==> config.mk <==
export PLATFORM = sky130hd
export DESIGN_NAME = iram_port_arbiter_flat
export DESIGN_NICKNAME = d
export VERILOG_FILES = /design/src/rtl/iram_port_if.sv /design/src/rtl/iram_port_arbiter.sv /design/src/flat_wrapper.sv
export SDC_FILE = /design/constraint.sdc
export NUM_CORES = 1
export LEC_CHECK = 0
export CORE_UTILIZATION = 30
export CTS_CLUSTER_SIZE = 24
export DETAILED_ROUTE_END_ITERATION = 10
export GPL_TIMING_DRIVEN = 0
export MAX_ROUTING_LAYER = met4
export PLACE_DENSITY_LB_ADDON = 0.15
export SLEW_MARGIN = 40
export SYNTH_ARGS = -nofsm -noshare
export SYNTH_HDL_FRONTEND = slang
export SYNTH_SLANG_ARGS = --single-unit
==> constraint.sdc <==
create_clock -name clk -period 1.5 [get_ports clk]
set_input_delay 0.225 -clock clk [delete_from_list [all_inputs] [get_ports clk]]
set_output_delay 0.225 -clock clk [all_outputs]
set_load 0.05 [all_outputs]
==> src/rtl/iram_port_if.sv <==
// Bundle of requester, status and iRAM port signals for iram_port_arbiter.
// slave = arbiter side, master = requesters plus the RAM itself.
interface iram_port_if #(
  parameter int ADDR_W = 8,
  parameter int DATA_W = 24
);
  logic              cpu_paused;
  logic              fetch_req;
  logic [ADDR_W-1:0] fetch_addr;
  logic [DATA_W-1:0] fetch_data;
  logic              fetch_valid;
  logic              ld_we;
  logic [ADDR_W-1:0] ld_addr;
  logic [DATA_W-1:0] ld_data;
  logic              ld_ack;
  logic              wr_blocked;
  logic              dbg_req;
  logic [ADDR_W-1:0] dbg_addr;
  logic [DATA_W-1:0] dbg_data;
  logic              dbg_valid;
  logic              verify_err;
  logic              ram_en;
  logic              ram_we;
  logic [ADDR_W-1:0] ram_addr;
  logic [DATA_W-1:0] ram_wdata;
  logic [DATA_W-1:0] ram_rdata;

  modport slave (
    input  cpu_paused, fetch_req, fetch_addr, ld_we, ld_addr, ld_data,
           dbg_req, dbg_addr, ram_rdata,
    output fetch_data, fetch_valid, ld_ack, wr_blocked, dbg_data, dbg_valid,
           verify_err, ram_en, ram_we, ram_addr, ram_wdata
  );

  modport master (
    output cpu_paused, fetch_req, fetch_addr, ld_we, ld_addr, ld_data,
           dbg_req, dbg_addr, ram_rdata,
    input  fetch_data, fetch_valid, ld_ack, wr_blocked, dbg_data, dbg_valid,
           verify_err, ram_en, ram_we, ram_addr, ram_wdata
  );
endinterface

==> src/rtl/iram_port_arbiter.sv <==
// Single-port iRAM arbiter: loader write > CPU fetch > debug read, with debug anti-starvation.
// Define IRAM_WRITE_VERIFY_EN to add read-back verification with retries on loader writes.
module iram_port_arbiter #(
  parameter int ADDR_W       = 8,
  parameter int DATA_W       = 24,
  parameter int DBG_MAX_WAIT = 4
`ifdef IRAM_WRITE_VERIFY_EN
  ,
  parameter int VERIFY_RETRIES = 2
`endif
) (
  input logic        clk,
  input logic        rst_n,
  iram_port_if.slave bus
);

  localparam int WAIT_W = $clog2(DBG_MAX_WAIT + 1);

  typedef enum logic [3:0] {
    IDLE, FETCH_RD, FETCH_CAP, DBG_RD, DBG_CAP, WRITE, VERIFY_RD, VERIFY_CMP, ACK_WAIT
  } state_e;

  state_e state_q, state_d;

  logic              ram_en_q, ram_en_d;
  logic              ram_we_q, ram_we_d;
  logic [ADDR_W-1:0] ram_addr_q, ram_addr_d;
  logic [DATA_W-1:0] ram_wdata_q, ram_wdata_d;
  logic [DATA_W-1:0] fetch_data_q, fetch_data_d;
  logic              fetch_valid_q, fetch_valid_d;
  logic [DATA_W-1:0] dbg_data_q, dbg_data_d;
  logic              dbg_valid_q, dbg_valid_d;
  logic              ld_ack_q, ld_ack_d;
  logic              wr_blocked_q, wr_blocked_d;
  logic [WAIT_W-1:0] dbg_wait_q, dbg_wait_d;
  logic              dbg_starved;
  logic              grant;

`ifdef IRAM_WRITE_VERIFY_EN
  localparam int RETRY_W = (VERIFY_RETRIES > 0) ? $clog2(VERIFY_RETRIES + 1) : 1;
  logic [RETRY_W-1:0] retry_q, retry_d;
  logic               verify_err_q, verify_err_d;
  logic               verify_ok;
  // ram_wdata_q still holds the word latched at grant, so it is the reference.
  assign verify_ok = (bus.ram_rdata == ram_wdata_q);
`endif

  assign dbg_starved = (dbg_wait_q >= WAIT_W'(DBG_MAX_WAIT));

  always_ff @(posedge clk) begin
    if (!rst_n) state_q <= IDLE;
    else        state_q <= state_d;
  end

  always_comb begin
    state_d = state_q;
    case (state_q)
      IDLE: begin
        if (bus.dbg_req && dbg_starved)            state_d = DBG_RD;
        else if (bus.ld_we && bus.cpu_paused)      state_d = WRITE;
        else if (bus.fetch_req && !bus.cpu_paused) state_d = FETCH_RD;
        else if (bus.dbg_req)                      state_d = DBG_RD;
      end
      FETCH_RD:   state_d = FETCH_CAP;
      FETCH_CAP:  state_d = IDLE;
      DBG_RD:     state_d = DBG_CAP;
      DBG_CAP:    state_d = IDLE;
`ifdef IRAM_WRITE_VERIFY_EN
      WRITE:      state_d = VERIFY_RD;
      VERIFY_RD:  state_d = VERIFY_CMP;
      VERIFY_CMP: state_d = (verify_ok || retry_q == RETRY_W'(VERIFY_RETRIES)) ? ACK_WAIT : WRITE;
`else
      WRITE:      state_d = ACK_WAIT;
`endif
      // Hold here until the loader drops its enable so one request is one write.
      ACK_WAIT:   if (!bus.ld_we) state_d = IDLE;
      default:    state_d = IDLE;
    endcase
  end

  always_comb begin
    grant         = (state_q == IDLE) && (state_d != IDLE);
    ram_en_d      = state_d inside {FETCH_RD, DBG_RD, WRITE, VERIFY_RD};
    ram_we_d      = (state_d == WRITE);
    ram_addr_d    = ram_addr_q;
    ram_wdata_d   = ram_wdata_q;
    if (grant) begin
      case (state_d)
        FETCH_RD: ram_addr_d = bus.fetch_addr;
        DBG_RD:   ram_addr_d = bus.dbg_addr;
        WRITE: begin
          ram_addr_d  = bus.ld_addr;
          ram_wdata_d = bus.ld_data;
        end
        default: ;
      endcase
    end
    fetch_valid_d = (state_q == FETCH_CAP);
    fetch_data_d  = (state_q == FETCH_CAP) ? bus.ram_rdata : fetch_data_q;
    dbg_valid_d   = (state_q == DBG_CAP);
    dbg_data_d    = (state_q == DBG_CAP) ? bus.ram_rdata : dbg_data_q;
    ld_ack_d      = (state_d == ACK_WAIT) && (state_q != ACK_WAIT);
    wr_blocked_d  = bus.ld_we && !bus.cpu_paused;
    // A losing debug request can never be starved already, so no saturation check is needed.
    dbg_wait_d    = dbg_wait_q;
    if (grant && state_d == DBG_RD)   dbg_wait_d = '0;
    else if (grant && bus.dbg_req)    dbg_wait_d = dbg_wait_q + WAIT_W'(1);
`ifdef IRAM_WRITE_VERIFY_EN
    retry_d = retry_q;
    if (grant && state_d == WRITE)                       retry_d = '0;
    else if (state_q == VERIFY_CMP && state_d == WRITE)  retry_d = retry_q + RETRY_W'(1);
    verify_err_d = verify_err_q ||
                   (state_q == VERIFY_CMP && !verify_ok && state_d == ACK_WAIT);
`endif
  end

  always_ff @(posedge clk) begin
    if (!rst_n) begin
      ram_en_q      <= 1'b0;
      ram_we_q      <= 1'b0;
      ram_addr_q    <= '0;
      ram_wdata_q   <= '0;
      fetch_data_q  <= '0;
      fetch_valid_q <= 1'b0;
      dbg_data_q    <= '0;
      dbg_valid_q   <= 1'b0;
      ld_ack_q      <= 1'b0;
      wr_blocked_q  <= 1'b0;
      dbg_wait_q    <= '0;
`ifdef IRAM_WRITE_VERIFY_EN
      retry_q       <= '0;
      verify_err_q  <= 1'b0;
`endif
    end else begin
      ram_en_q      <= ram_en_d;
      ram_we_q      <= ram_we_d;
      ram_addr_q    <= ram_addr_d;
      ram_wdata_q   <= ram_wdata_d;
      fetch_data_q  <= fetch_data_d;
      fetch_valid_q <= fetch_valid_d;
      dbg_data_q    <= dbg_data_d;
      dbg_valid_q   <= dbg_valid_d;
      ld_ack_q      <= ld_ack_d;
      wr_blocked_q  <= wr_blocked_d;
      dbg_wait_q    <= dbg_wait_d;
`ifdef IRAM_WRITE_VERIFY_EN
      retry_q       <= retry_d;
      verify_err_q  <= verify_err_d;
`endif
    end
  end

  assign bus.ram_en      = ram_en_q;
  assign bus.ram_we      = ram_we_q;
  assign bus.ram_addr    = ram_addr_q;
  assign bus.ram_wdata   = ram_wdata_q;
  assign bus.fetch_data  = fetch_data_q;
  assign bus.fetch_valid = fetch_valid_q;
  assign bus.dbg_data    = dbg_data_q;
  assign bus.dbg_valid   = dbg_valid_q;
  assign bus.ld_ack      = ld_ack_q;
  assign bus.wr_blocked  = wr_blocked_q;
`ifdef IRAM_WRITE_VERIFY_EN
  assign bus.verify_err  = verify_err_q;
`else
  assign bus.verify_err  = 1'b0;
`endif

endmodule

==> src/flat_wrapper.sv <==
// flat-port wrapper written by rule: the top's interface ports become plain ports
module iram_port_arbiter_flat 
#(
  parameter int ADDR_W       = 8,
  parameter int DATA_W       = 24,
  parameter int DBG_MAX_WAIT = 4

)
  (clk, rst_n, bus_cpu_paused, bus_fetch_req, bus_fetch_addr, bus_ld_we, bus_ld_addr, bus_ld_data, bus_dbg_req, bus_dbg_addr, bus_ram_rdata, bus_fetch_data, bus_fetch_valid, bus_ld_ack, bus_wr_blocked, bus_dbg_data, bus_dbg_valid, bus_verify_err, bus_ram_en, bus_ram_we, bus_ram_addr, bus_ram_wdata);
  iram_port_if #(.ADDR_W(ADDR_W), .DATA_W(DATA_W)) bus_i ();
  input logic clk;
  input logic rst_n;
  input wire logic [$bits(bus_i.cpu_paused)-1:0] bus_cpu_paused;
  input wire logic [$bits(bus_i.fetch_req)-1:0] bus_fetch_req;
  input wire logic [$bits(bus_i.fetch_addr)-1:0] bus_fetch_addr;
  input wire logic [$bits(bus_i.ld_we)-1:0] bus_ld_we;
  input wire logic [$bits(bus_i.ld_addr)-1:0] bus_ld_addr;
  input wire logic [$bits(bus_i.ld_data)-1:0] bus_ld_data;
  input wire logic [$bits(bus_i.dbg_req)-1:0] bus_dbg_req;
  input wire logic [$bits(bus_i.dbg_addr)-1:0] bus_dbg_addr;
  input wire logic [$bits(bus_i.ram_rdata)-1:0] bus_ram_rdata;
  output wire logic [$bits(bus_i.fetch_data)-1:0] bus_fetch_data;
  output wire logic [$bits(bus_i.fetch_valid)-1:0] bus_fetch_valid;
  output wire logic [$bits(bus_i.ld_ack)-1:0] bus_ld_ack;
  output wire logic [$bits(bus_i.wr_blocked)-1:0] bus_wr_blocked;
  output wire logic [$bits(bus_i.dbg_data)-1:0] bus_dbg_data;
  output wire logic [$bits(bus_i.dbg_valid)-1:0] bus_dbg_valid;
  output wire logic [$bits(bus_i.verify_err)-1:0] bus_verify_err;
  output wire logic [$bits(bus_i.ram_en)-1:0] bus_ram_en;
  output wire logic [$bits(bus_i.ram_we)-1:0] bus_ram_we;
  output wire logic [$bits(bus_i.ram_addr)-1:0] bus_ram_addr;
  output wire logic [$bits(bus_i.ram_wdata)-1:0] bus_ram_wdata;
  assign bus_i.cpu_paused = bus_cpu_paused;
  assign bus_i.fetch_req = bus_fetch_req;
  assign bus_i.fetch_addr = bus_fetch_addr;
  assign bus_i.ld_we = bus_ld_we;
  assign bus_i.ld_addr = bus_ld_addr;
  assign bus_i.ld_data = bus_ld_data;
  assign bus_i.dbg_req = bus_dbg_req;
  assign bus_i.dbg_addr = bus_dbg_addr;
  assign bus_i.ram_rdata = bus_ram_rdata;
  assign bus_fetch_data = bus_i.fetch_data;
  assign bus_fetch_valid = bus_i.fetch_valid;
  assign bus_ld_ack = bus_i.ld_ack;
  assign bus_wr_blocked = bus_i.wr_blocked;
  assign bus_dbg_data = bus_i.dbg_data;
  assign bus_dbg_valid = bus_i.dbg_valid;
  assign bus_verify_err = bus_i.verify_err;
  assign bus_ram_en = bus_i.ram_en;
  assign bus_ram_we = bus_i.ram_we;
  assign bus_ram_addr = bus_i.ram_addr;
  assign bus_ram_wdata = bus_i.ram_wdata;
  iram_port_arbiter #(.ADDR_W(ADDR_W), .DATA_W(DATA_W), .DBG_MAX_WAIT(DBG_MAX_WAIT)) u_core (.clk(clk), .rst_n(rst_n), .bus(bus_i));
endmodule
==> flow_metrics.env <==
export IMPL_p_int_mw=4.57
export IMPL_tightest_slew_ns=0.543
export IMPL_worst_slack_ns=-0.0636
export IMPL_cp_cell_sequence="nor4_4 > buf_4 > a21boi_4 > buf_6 > a31oi_1"
export IMPL_synth_area_leaders="dfxtp_1 50%, nand2_1 16%, a21boi_0 9.5%"
export IMPL_clockBufferDepth=2
export IMPL_synth_top_area_cell="dfxtp_1"
export IMPL_grt_usage_pct=18.1
export IMPL_cts_tree="done"
export IMPL_p_comb_share_pct=25.9
export IMPL_synth_edff_count=0
export IMPL_setup_tns_ns=-0.556
export IMPL_yosysUniqueCellTypes=34
export IMPL_finalClockSkew_ns=0.00658
export IMPL_nets=692
export IMPL_final_cell_mix="139 x nand2_1, 89 x dfxtp_1, 82 x dlygate4sd2_1"
export IMPL_start_util_pct=30.8
export IMPL_coreArea_mm2=0.0120
export IMPL_vias=3599
export IMPL_first_global_vias=3579
export IMPL_setup_viol=15
export IMPL_p_switching_mw=2.08
export IMPL_numCtsBuffers=9
export IMPL_portBuffers=162
export IMPL_pin_count=165
export IMPL_htreeDepth=3
export IMPL_cp_slowest_stage_delay_ns=0.38
export IMPL_drv_slew=0
export IMPL_hold_path_class="input pin to register"
export IMPL_drc=0
export IMPL_period_share_pct=104
export IMPL_viasPerCell=4.70
export IMPL_areaGrowthSynthToFinish_pct=62.3
export IMPL_firstDrtPassIters=6
export IMPL_critical_path_max_fanout=6
export IMPL_yosys_warnings=0
export IMPL_multi_input_area_mm2=0.00178
export IMPL_fill_cells=1189
export IMPL_clkPwrFrac_pct=33.2
export IMPL_fp_dieH_um=113
export IMPL_die_area_mm2=0.0128
export IMPL_synth_ff_type="dfxtp_1"
export IMPL_crit_type="register to register"
export IMPL_grt_max_degree=15
export IMPL_critPathCaptureType="register"
export IMPL_yosysTopAreaCellShare_pct=50.4
export IMPL_startpoint_type="register"
export IMPL_drt_iter0_markers=158
export IMPL_ir_drop_mv=0.500
export IMPL_fp_dieW_um=113
export IMPL_clk_pin_slew_ns=0.07
export IMPL_p_total_mw=6.66
export IMPL_critPathSlowestCell="nor4_4"
export IMPL_ff_latch_area_mm2=0.00187
export IMPL_dp_hpwl_mm=7.65
export IMPL_antennaDiodeCount=0
export IMPL_violations="negative setup slack"
export IMPL_p_sw_share_pct=31.3
export IMPL_finalCriticalPeriod_ns=1.56
export IMPL_final_common_cell="nand2_1"
export IMPL_finalHoldViolations=0
export IMPL_ys_seq_area_share_pct=50.4
export IMPL_cap_violations=0
export IMPL_grt_pass1_wl_mm=17.5
export IMPL_pwr_density_cell_mw_per_mm2=1110
export IMPL_clock_fmax_mhz=640
export IMPL_cp_arrival_ns=1.79
export IMPL_clock_sinks=93
export IMPL_routed_wl_mm=11.0
export IMPL_worst_hold_slack_ns=0.434
export IMPL_synthCells=426
export IMPL_place_ws_ns=-0.511
export IMPL_async_flop_share_pct=0
export IMPL_synth_area_mm2=0.00369
export IMPL_antenna_found_initial=0
export IMPL_clk_latency_ns=0.34
export IMPL_rows=40
export IMPL_power_frac_seq_pct=40.9
export IMPL_ctsRootBufferMaster="clkbuf_16"
export IMPL_place_congestion=0.720
export IMPL_synthesis_nets=505
export IMPL_status="finished, violations left"
export IMPL_ys_seq_elements=93
export IMPL_cts_hold_buf=0
export IMPL_drive_gt1_share_pct=14.9
export IMPL_leakage_nw=2.55
export IMPL_ant_nets=0
export IMPL_drt_wirelength_per_cell_um=14.4
export IMPL_synth_area_per_cell_um2=8.67
export IMPL_slew_headroom_pct=64.0
export IMPL_worstPathRequired_ns=1.73
export IMPL_grt_overflow=0
export IMPL_rsz0062_at_grt="yes"
==> timing repair <==
item,in CTS,in global routing
buffers inserted,11,2
pin swaps,6,14
endpoints found under the setup margin,158,77
gates cloned,3,2
resized for setup,115,45
==> per-layer routing <==
layer,GRT usage [%],part of all wire (%),up-vias,routed length (um)
met1,21.7,45,1680,5000
met2,29.9,47,116,5210
met3,3.59,5.7,12,628
met5,-,0,-,0
met4,7.37,1.6,0,173
li1,-,-,1791,-
==> cell usage after synthesis (3+ instances only) <==
cell type,n
buf_6,4
dfxtp_1,93
a21boi_2,10
clkbuf_1,12
a21boi_0,47
and2_1,7
a32oi_1,7
o21ai_0,16
nor2_1,9
a31oi_1,9
nand2_1,155
a21oi_1,3
nand3_1,4
buf_4,3
buf_2,10
a21boi_1,16
==> final timing paths <==
check	start	endpoint	slack, ns	depth (start not counted)
worst max-delay path	u_core.state_q[3]	u_core.bus.ram_addr[4]	-0.06	5
worst min-delay path	bus_ld_data[2]	u_core.bus.ram_wdata[2]	0.43	3
worst max register to register	u_core.state_q[3]	u_core.bus.ram_addr[4]	-0.06	5
worst min register to register	u_core.bus.ram_wdata[5]	u_core.bus.ram_wdata[5]	0.45	2
==> sequential cells by signal, indices dropped and copies added (netlist names) <==
signal,flops
u_core.bus.wr_blocked,1
u_core.bus.dbg_valid,1
u_core.state_q,4
u_core.bus.ram_we,1
u_core.bus.ld_ack,1
u_core.dbg_wait_q,3
u_core.bus.ram_en,1
u_core.bus.fetch_data,24
u_core.bus.ram_addr,8
u_core.bus.ram_wdata,24
u_core.bus.dbg_data,24
u_core.bus.fetch_valid,1
==> worst max-delay path: cells and delay by family, from the launching register on <==
family | cells | cell delay (ns)
and+or+nand+nor | 1 | 0.38
buffers and inverters | 2 | 0.36
AOI/OAI and AO/OA | 2 | 0.35
DFF | 1 | 0.36
==> power by group through the flow <==
stage	sequential (mW)	combinational, mW	clock (mW)
final	2.72	1.73	2.21
after floorplan	3.29	0.478	0
after global placement	2.78	1.63	0
after CTS	2.72	1.69	2.27
after detailed placement	2.78	1.64	0
after global routing	2.75	1.84	2.38
==> area by class of cell <==
class	count	area share, %
timing repair buffer	178	27.8
clock buffer	13	4.51
tap	147	3.07
clock inverter	3	0.313
multi-input combinational	302	29.7
buffer	28	3.40
inverter	1	0.0626
sequential	93	31.2
==> cells by family (layout without fill, tap and decap cells) <==
kind of cell / after synthesis / after routing / synth area share [%]
AO/OA/AOI/OAI: 110 / 111 / 22.1
XOR/XNOR: 1 / 1 / 0.237
adder cells (fa/ha/maj): 1 / 1 / 0.339
buffers and inverters: 32 / 223 / 5.01
flip-flops: 93 / 93 / 50.4
multiplexers: 2 / 2 / 0.542
other: 1 / 1 / 0.101
AND/OR/NAND/NOR: 186 / 186 / 21.2
==> metrics by stage <==
step,cells,utilization [%],instance area (um^2)
2_1_floorplan,426,-,3690
3_3_place_gp,735,45.8,5500
3_5_place_dp,735,45.8,5500
4_1_cts,763,49.1,5890
5_1_grt,765,49.9,6000
6_report,765,49.9,6000
Note: power is estimated with default switching activity, not from simulation.
